File: src/rtl/controller_pkg.sv
// Shared types and encodings for the ARM-subset instruction controller.
package controller_pkg;

  // Standard ARM condition field values; NV (1111) never executes.
  typedef enum logic [3:0] {
    COND_EQ = 4'b0000,
    COND_NE = 4'b0001,
    COND_CS = 4'b0010,
    COND_CC = 4'b0011,
    COND_MI = 4'b0100,
    COND_PL = 4'b0101,
    COND_VS = 4'b0110,
    COND_VC = 4'b0111,
    COND_HI = 4'b1000,
    COND_LS = 4'b1001,
    COND_GE = 4'b1010,
    COND_LT = 4'b1011,
    COND_GT = 4'b1100,
    COND_LE = 4'b1101,
    COND_AL = 4'b1110,
    COND_NV = 4'b1111
  } cond_e;

  // Data-processing opcodes in IR[24:21].
  typedef enum logic [3:0] {
    OP_AND = 4'b0000,
    OP_EOR = 4'b0001,
    OP_SUB = 4'b0010,
    OP_RSB = 4'b0011,
    OP_ADD = 4'b0100,
    OP_ADC = 4'b0101,
    OP_SBC = 4'b0110,
    OP_RSC = 4'b0111,
    OP_TST = 4'b1000,
    OP_TEQ = 4'b1001,
    OP_CMP = 4'b1010,
    OP_CMN = 4'b1011,
    OP_ORR = 4'b1100,
    OP_MOV = 4'b1101,
    OP_BIC = 4'b1110,
    OP_MVN = 4'b1111
  } dp_op_e;

  // Instruction class in IR[27:26].
  localparam logic [1:0] CLASS_DP  = 2'b00;
  localparam logic [1:0] CLASS_LS  = 2'b01;
  localparam logic [1:0] CLASS_BR  = 2'b10;
  localparam logic [1:0] CLASS_NOP = 2'b11;

  // ALU operand A sources.
  localparam logic [1:0] SRC1_RN   = 2'b00;
  localparam logic [1:0] SRC1_ZERO = 2'b01;
  localparam logic [1:0] SRC1_PC   = 2'b10;

  // ALU operand B sources.
  localparam logic [2:0] SRC2_REGSH  = 3'b000;
  localparam logic [2:0] SRC2_IMM8   = 3'b001;
  localparam logic [2:0] SRC2_IMM12  = 3'b010;
  localparam logic [2:0] SRC2_RM     = 3'b011;
  localparam logic [2:0] SRC2_BRANCH = 3'b101;

  localparam logic [4:0] ALU_ADD = 5'b00100;

  // Complete set of registered control outputs.
  typedef struct packed {
    logic       wen_ard;
    logic       wen_dmem;
    logic       wen_flags;
    logic [4:0] cmd;
    logic       select_x;
    logic       select_y;
    logic [1:0] src1;
    logic [2:0] src2shift;
  } ctrl_t;

endpackage

File: src/rtl/controller_cond_check.sv
// Combinational ARM condition-code evaluator: (cond, {N,Z,C,V}) -> pass.
module cond_check
  import controller_pkg::*;
(
  input  logic [3:0] cond,
  input  logic [3:0] flags,
  output logic       pass
);

  logic n, z, c, v;
  assign {n, z, c, v} = flags;

  // Evaluate the condition field against the current flags.
  always_comb begin
    // NOTE: default first so every path assigns pass and no latch is inferred.
    pass = 1'b0;
    case (cond_e'(cond))
      COND_EQ: pass = z;
      COND_NE: pass = ~z;
      COND_CS: pass = c;
      COND_CC: pass = ~c;
      COND_MI: pass = n;
      COND_PL: pass = ~n;
      COND_VS: pass = v;
      COND_VC: pass = ~v;
      COND_HI: pass = c & ~z;
      COND_LS: pass = ~c | z;
      COND_GE: pass = (n == v);
      COND_LT: pass = (n != v);
      COND_GT: pass = ~z & (n == v);
      COND_LE: pass = z | (n != v);
      COND_AL: pass = 1'b1;
      default: pass = 1'b0;
    endcase
  end

endmodule

File: src/rtl/controller.sv
// Instruction decode and control unit for the single-cycle ARM-subset datapath.
// Outputs are registered: one cycle from IR_in/Flags_in sample to control.
// Build option: define CTRL_COND_EXEC_EN to enable conditional execution;
// when undefined every instruction executes and Flags_in is ignored.
module controller
  import controller_pkg::*;
(
  input  logic        CLOCK_50,
  input  logic        RESET_N,
  input  logic [31:0] IR_in,
  input  logic [3:0]  Flags_in,
  output logic        Wen_ARd,
  output logic        Wen_Dmem,
  output logic        Wen_Flags,
  output logic [4:0]  cmd,
  output logic        select_X,
  output logic        select_Y,
  output logic [1:0]  select_src1,
  output logic [2:0]  select_src2shift
);

  logic [1:0] ir_class;
  logic       i_bit;
  dp_op_e     opcode;
  logic       sl_bit;
  logic       cp;
  ctrl_t      ctrl_d;
  ctrl_t      ctrl_q;

  assign ir_class = IR_in[27:26];
  assign i_bit    = IR_in[25];
  assign opcode   = dp_op_e'(IR_in[24:21]);
  assign sl_bit   = IR_in[20];

`ifdef CTRL_COND_EXEC_EN
  cond_check u_cond_check (
    .cond  (IR_in[31:28]),
    .flags (Flags_in),
    .pass  (cp)
  );

  logic unused_ir;
  assign unused_ir = ^IR_in[19:0];
`else
  assign cp = 1'b1;

  logic unused_ir;
  assign unused_ir = ^{IR_in[31:28], IR_in[19:0], Flags_in};
`endif

  // Decode the instruction into next-cycle control; enables gated by cp.
  always_comb begin
    ctrl_d = '0;
    case (ir_class)
      CLASS_DP: begin
        ctrl_d.cmd       = {1'b0, opcode};
        ctrl_d.src2shift = i_bit ? SRC2_IMM8 : SRC2_REGSH;
        ctrl_d.src1      = (opcode == OP_MOV || opcode == OP_MVN) ? SRC1_ZERO : SRC1_RN;
        // TST/TEQ/CMP/CMN (10xx) only update flags.
        ctrl_d.wen_ard   = cp & (opcode[3:2] != 2'b10);
        ctrl_d.wen_flags = cp & sl_bit;
      end
      CLASS_LS: begin
        ctrl_d.cmd       = ALU_ADD;
        ctrl_d.src1      = SRC1_RN;
        ctrl_d.src2shift = i_bit ? SRC2_RM : SRC2_IMM12;
        if (sl_bit) begin
          ctrl_d.wen_ard  = cp;
          ctrl_d.select_x = 1'b1;
        end else begin
          ctrl_d.wen_dmem = cp;
        end
      end
      CLASS_BR: begin
        ctrl_d.cmd       = ALU_ADD;
        ctrl_d.src1      = SRC1_PC;
        ctrl_d.src2shift = SRC2_BRANCH;
        ctrl_d.select_y  = cp;
      end
      default: ctrl_d = '0;
    endcase
  end

  // Output register with synchronous active-low reset.
  always_ff @(posedge CLOCK_50) begin
    // NOTE: non-blocking so all flops update together from pre-edge values.
    if (!RESET_N) ctrl_q <= '0;
    else          ctrl_q <= ctrl_d;
  end

  assign Wen_ARd          = ctrl_q.wen_ard;
  assign Wen_Dmem         = ctrl_q.wen_dmem;
  assign Wen_Flags        = ctrl_q.wen_flags;
  assign cmd              = ctrl_q.cmd;
  assign select_X         = ctrl_q.select_x;
  assign select_Y         = ctrl_q.select_y;
  assign select_src1      = ctrl_q.src1;
  assign select_src2shift = ctrl_q.src2shift;

endmodule

File: config.mk
export PLATFORM = sky130hd
export DESIGN_NAME = controller
export DESIGN_NICKNAME = d
export VERILOG_FILES = /design/src/rtl/controller_pkg.sv /design/src/rtl/controller_cond_check.sv /design/src/rtl/controller.sv
export SDC_FILE = /design/constraint.sdc
export NUM_CORES = 1
export LEC_CHECK = 0
export CAP_MARGIN = 0
export CORE_MARGIN = 2
export CORE_UTILIZATION = 23
export CTS_CLUSTER_DIAMETER = 30
export CTS_CLUSTER_SIZE = 30
export DETAILED_ROUTE_END_ITERATION = 8
export PLACE_DENSITY = 0.82
export SLEW_MARGIN = 25
export SYNTH_ARGS = -nofsm -noshare
export SYNTH_HDL_FRONTEND = slang
export SYNTH_HIERARCHICAL = 1
export SYNTH_SLANG_ARGS = --single-unit
File: constraint.sdc
create_clock -name CLOCK_50 -period 0.9 [get_ports CLOCK_50]
set_input_delay 0.18 -clock CLOCK_50 [delete_from_list [all_inputs] [get_ports CLOCK_50]]
set_output_delay 0.18 -clock CLOCK_50 [all_outputs]
set_load 0.01 [all_outputs]
==> results.py <==
metrics = {
    "worst_setup_path": {
        "crit_family": "flip-flops",
        "cp-startpoint": "select_Y",
        "critPathKind": "register to primary output",
        "critPathSlowestCell": "dfxtp_4",
        "crit_chain": "buf_6",
        "critPathBufInv": 1,
        "start_kind": "register",
        "crit_path_end_kind": "primary output",
        "critPathMaxStageDelay_ns": 0.36,
        "worstPathRequired_ns": 0.72,
        "cp.arrival_ns": 0.74,
        "crit_fanout": 3,
    },
    "floorplan": {
        "num_rows": 16,
        "chipWidth_um": 48.9,
        "core_sq_um": 1920,
        "die-height_um": 48.9,
        "die_area_sq_um": 2390,
        "io_pins": 53,
        "start_util_pct": 24.1,
    },
    "synth": {
        "synthesis.area_sq_um": 463,
        "synth_cells": 40,
        "synth_cell_types": 17,
        "yosysSeqAreaShare_pct": 51.9,
        "syn_nets": 83,
        "ys_seq_elements": 12,
        "postSynthAreaPerCell_sq_um": 11.6,
        "yosysWarnings": 6,
    },
    "clock_tree": {
        "cts_root_buffer": "clkbuf_4",
        "cts_sinks": 12,
        "cts.path.max_buffers": 2,
        "tritoncts": "yes",
        "cts_inserted_buffers": 3,
        "cts_setup_buffers": 0,
        "htreeDepth": 1,
        "clk_pin_slew_ns": 0.07,
    },
    "place": {
        "portBuffers": 23,
        "place.gp.congestion": 0.719,
        "hpwl_um": 728,
        "placed_cell_area_sq_um": 748,
        "placedCellCount": 93,
    },
    "outcome": {
        "status": "complete, but fails checks",
        "violations": "setup timing",
    },
    "job": {
        "maxCapViolCount": 0,
    },
    "sta": {
        "drv_slew": 0,
        "fin_crit_ns": 0.916,
        "finalHoldViolCount": 0,
        "worst_slack_ns": -0.0155,
        "rsz0062_at_grt": "yes",
        "fin_crit_sh_pct": 102,
        "fmax_mhz": 1090,
        "setup_viol": 3,
    },
    "final_layout": {
        "drive_above_1_share_pct": 57.1,
        "diodes": 0,
        "instances_no_fill": 97,
        "area_delta_synth_final_pct": 67.8,
        "layout_common_cells": "8 x dfxtp_1, 8 x buf_2, 8 x buf_6, 6 x clkdlybuf4s50_1, 5 x buf_4",
        "final_net_count": 114,
        "final_core_util_pct": 40.4,
        "fin_area_sq_um": 777,
    },
    "global_routing": {
        "grt_first_pass_wirelength_mm": 1.46,
        "grt_max_degree": 8,
        "track_usage_pct": 8.11,
        "grt-ovfl-total": 0,
        "antenna_found_initial": 0,
        "grt_pass1_vias": 363,
    },
    "worst_hold_path": {
        "hp-start": "RESET_N",
        "hold_path.class": "primary input to register",
    },
    "routing": {
        "vias": 356,
        "drc": 0,
        "drt_wl_total_um": 867,
        "drt_iter0_markers": 0,
        "first_pass_iters": 1,
        "detail-route-antenna-nets": 0,
        "wire_per_inst_um": 8.94,
        "viasPerCell": 3.67,
    },
    "pwr": {
        "power.leakage_nw": 0.386,
        "power_density_nw_per_um2": 1460,
        "peakVddDrop_uv": 560,
    },
}
-- layer usage --
metal,global-route usage (%),wire length (um)
met1,6.86,324
met2,15.1,487
met3,1.53,41
met4,8.57,13
met5,0,0
-- Yosys cell counts --
cell,instances,area share [%]
a31o_1,1,1.9
and3_2,4,6.5
nand2_1,2,1.6
and2_2,2,3.2
ha_1,5,14
nand2b_1,1,1.4
buf_6,1,2.4
dfxtp_1,12,52
a21oi_1,1,1.1
o211a_1,1,2.2
and4b_1,1,2.2
nor3b_1,1,1.6
conb_1,1,0.81
nor2_1,1,0.81
buf_4,3,4.9
and3_4,1,2.4
inv_1,2,1.6
-- sequential cells by signal (all words and copies together), names as in the netlist --
| name | cells |
|---|---|
| Wen_ARd | 1 |
| Wen_Flags | 1 |
| Wen_Dmem | 1 |
| select_src1 | 1 |
| select_src2shift | 2 |
| cmd | 4 |
| select_X | 1 |
| select_Y | 1 |
-- final timing paths --
check	endpoint	slack, ns	cells after the start
worst max-delay path	select_src2shift[2]	-0.02	1
worst min-delay path	cmd[3]	0.42	2
-- power by group --
part           switching [mW]  internal [mW]  total, mW
Sequential            0.00703          0.551      0.558
Clock                   0.161          0.245      0.406
Combinational          0.0673          0.107      0.174
-- per-stage QoR --
step	setup WS [ns]	power, mW	setup TNS [ns]	hold slack, ns
2_1_floorplan	0.00202	0.636	0	0.252
3_3_place_gp	-0.504	0.744	-5.99	0.761
3_5_place_dp	-0.522	0.749	-6.26	0.775
4_1_cts	-0.0484	1.14	-0.0812	0.412
5_1_grt	-0.0479	1.20	-0.178	0.453
6_report	-0.0155	1.14	-0.0462	0.419
-- cell families after synthesis --
group	share of synthesized area, %
adders and majority gates	13.5
DFF	51.9
AOI/OAI and AO/OA	5.13
and+or+nand+nor	19.7
buffers and inverters	8.92
other	0.810
-- final cells by class --
type                       instances  area (sq um)
timing repair buffer              30           255
clock buffer                       4          36.3
fill                             199          1140
sequential                        12           248
inverter                           2          7.51
multi-input combinational         22           196
tap                               27          33.8
-- what timing repair did --
action | 4_1_cts | 5_1_grt
hold buffers | 0 | 0
setup endpoints to repair | 24 | 13
pin swaps | 0 | 1
resized for setup | 66 | 11
No activity file was read; power rests on OpenSTA's default activity.
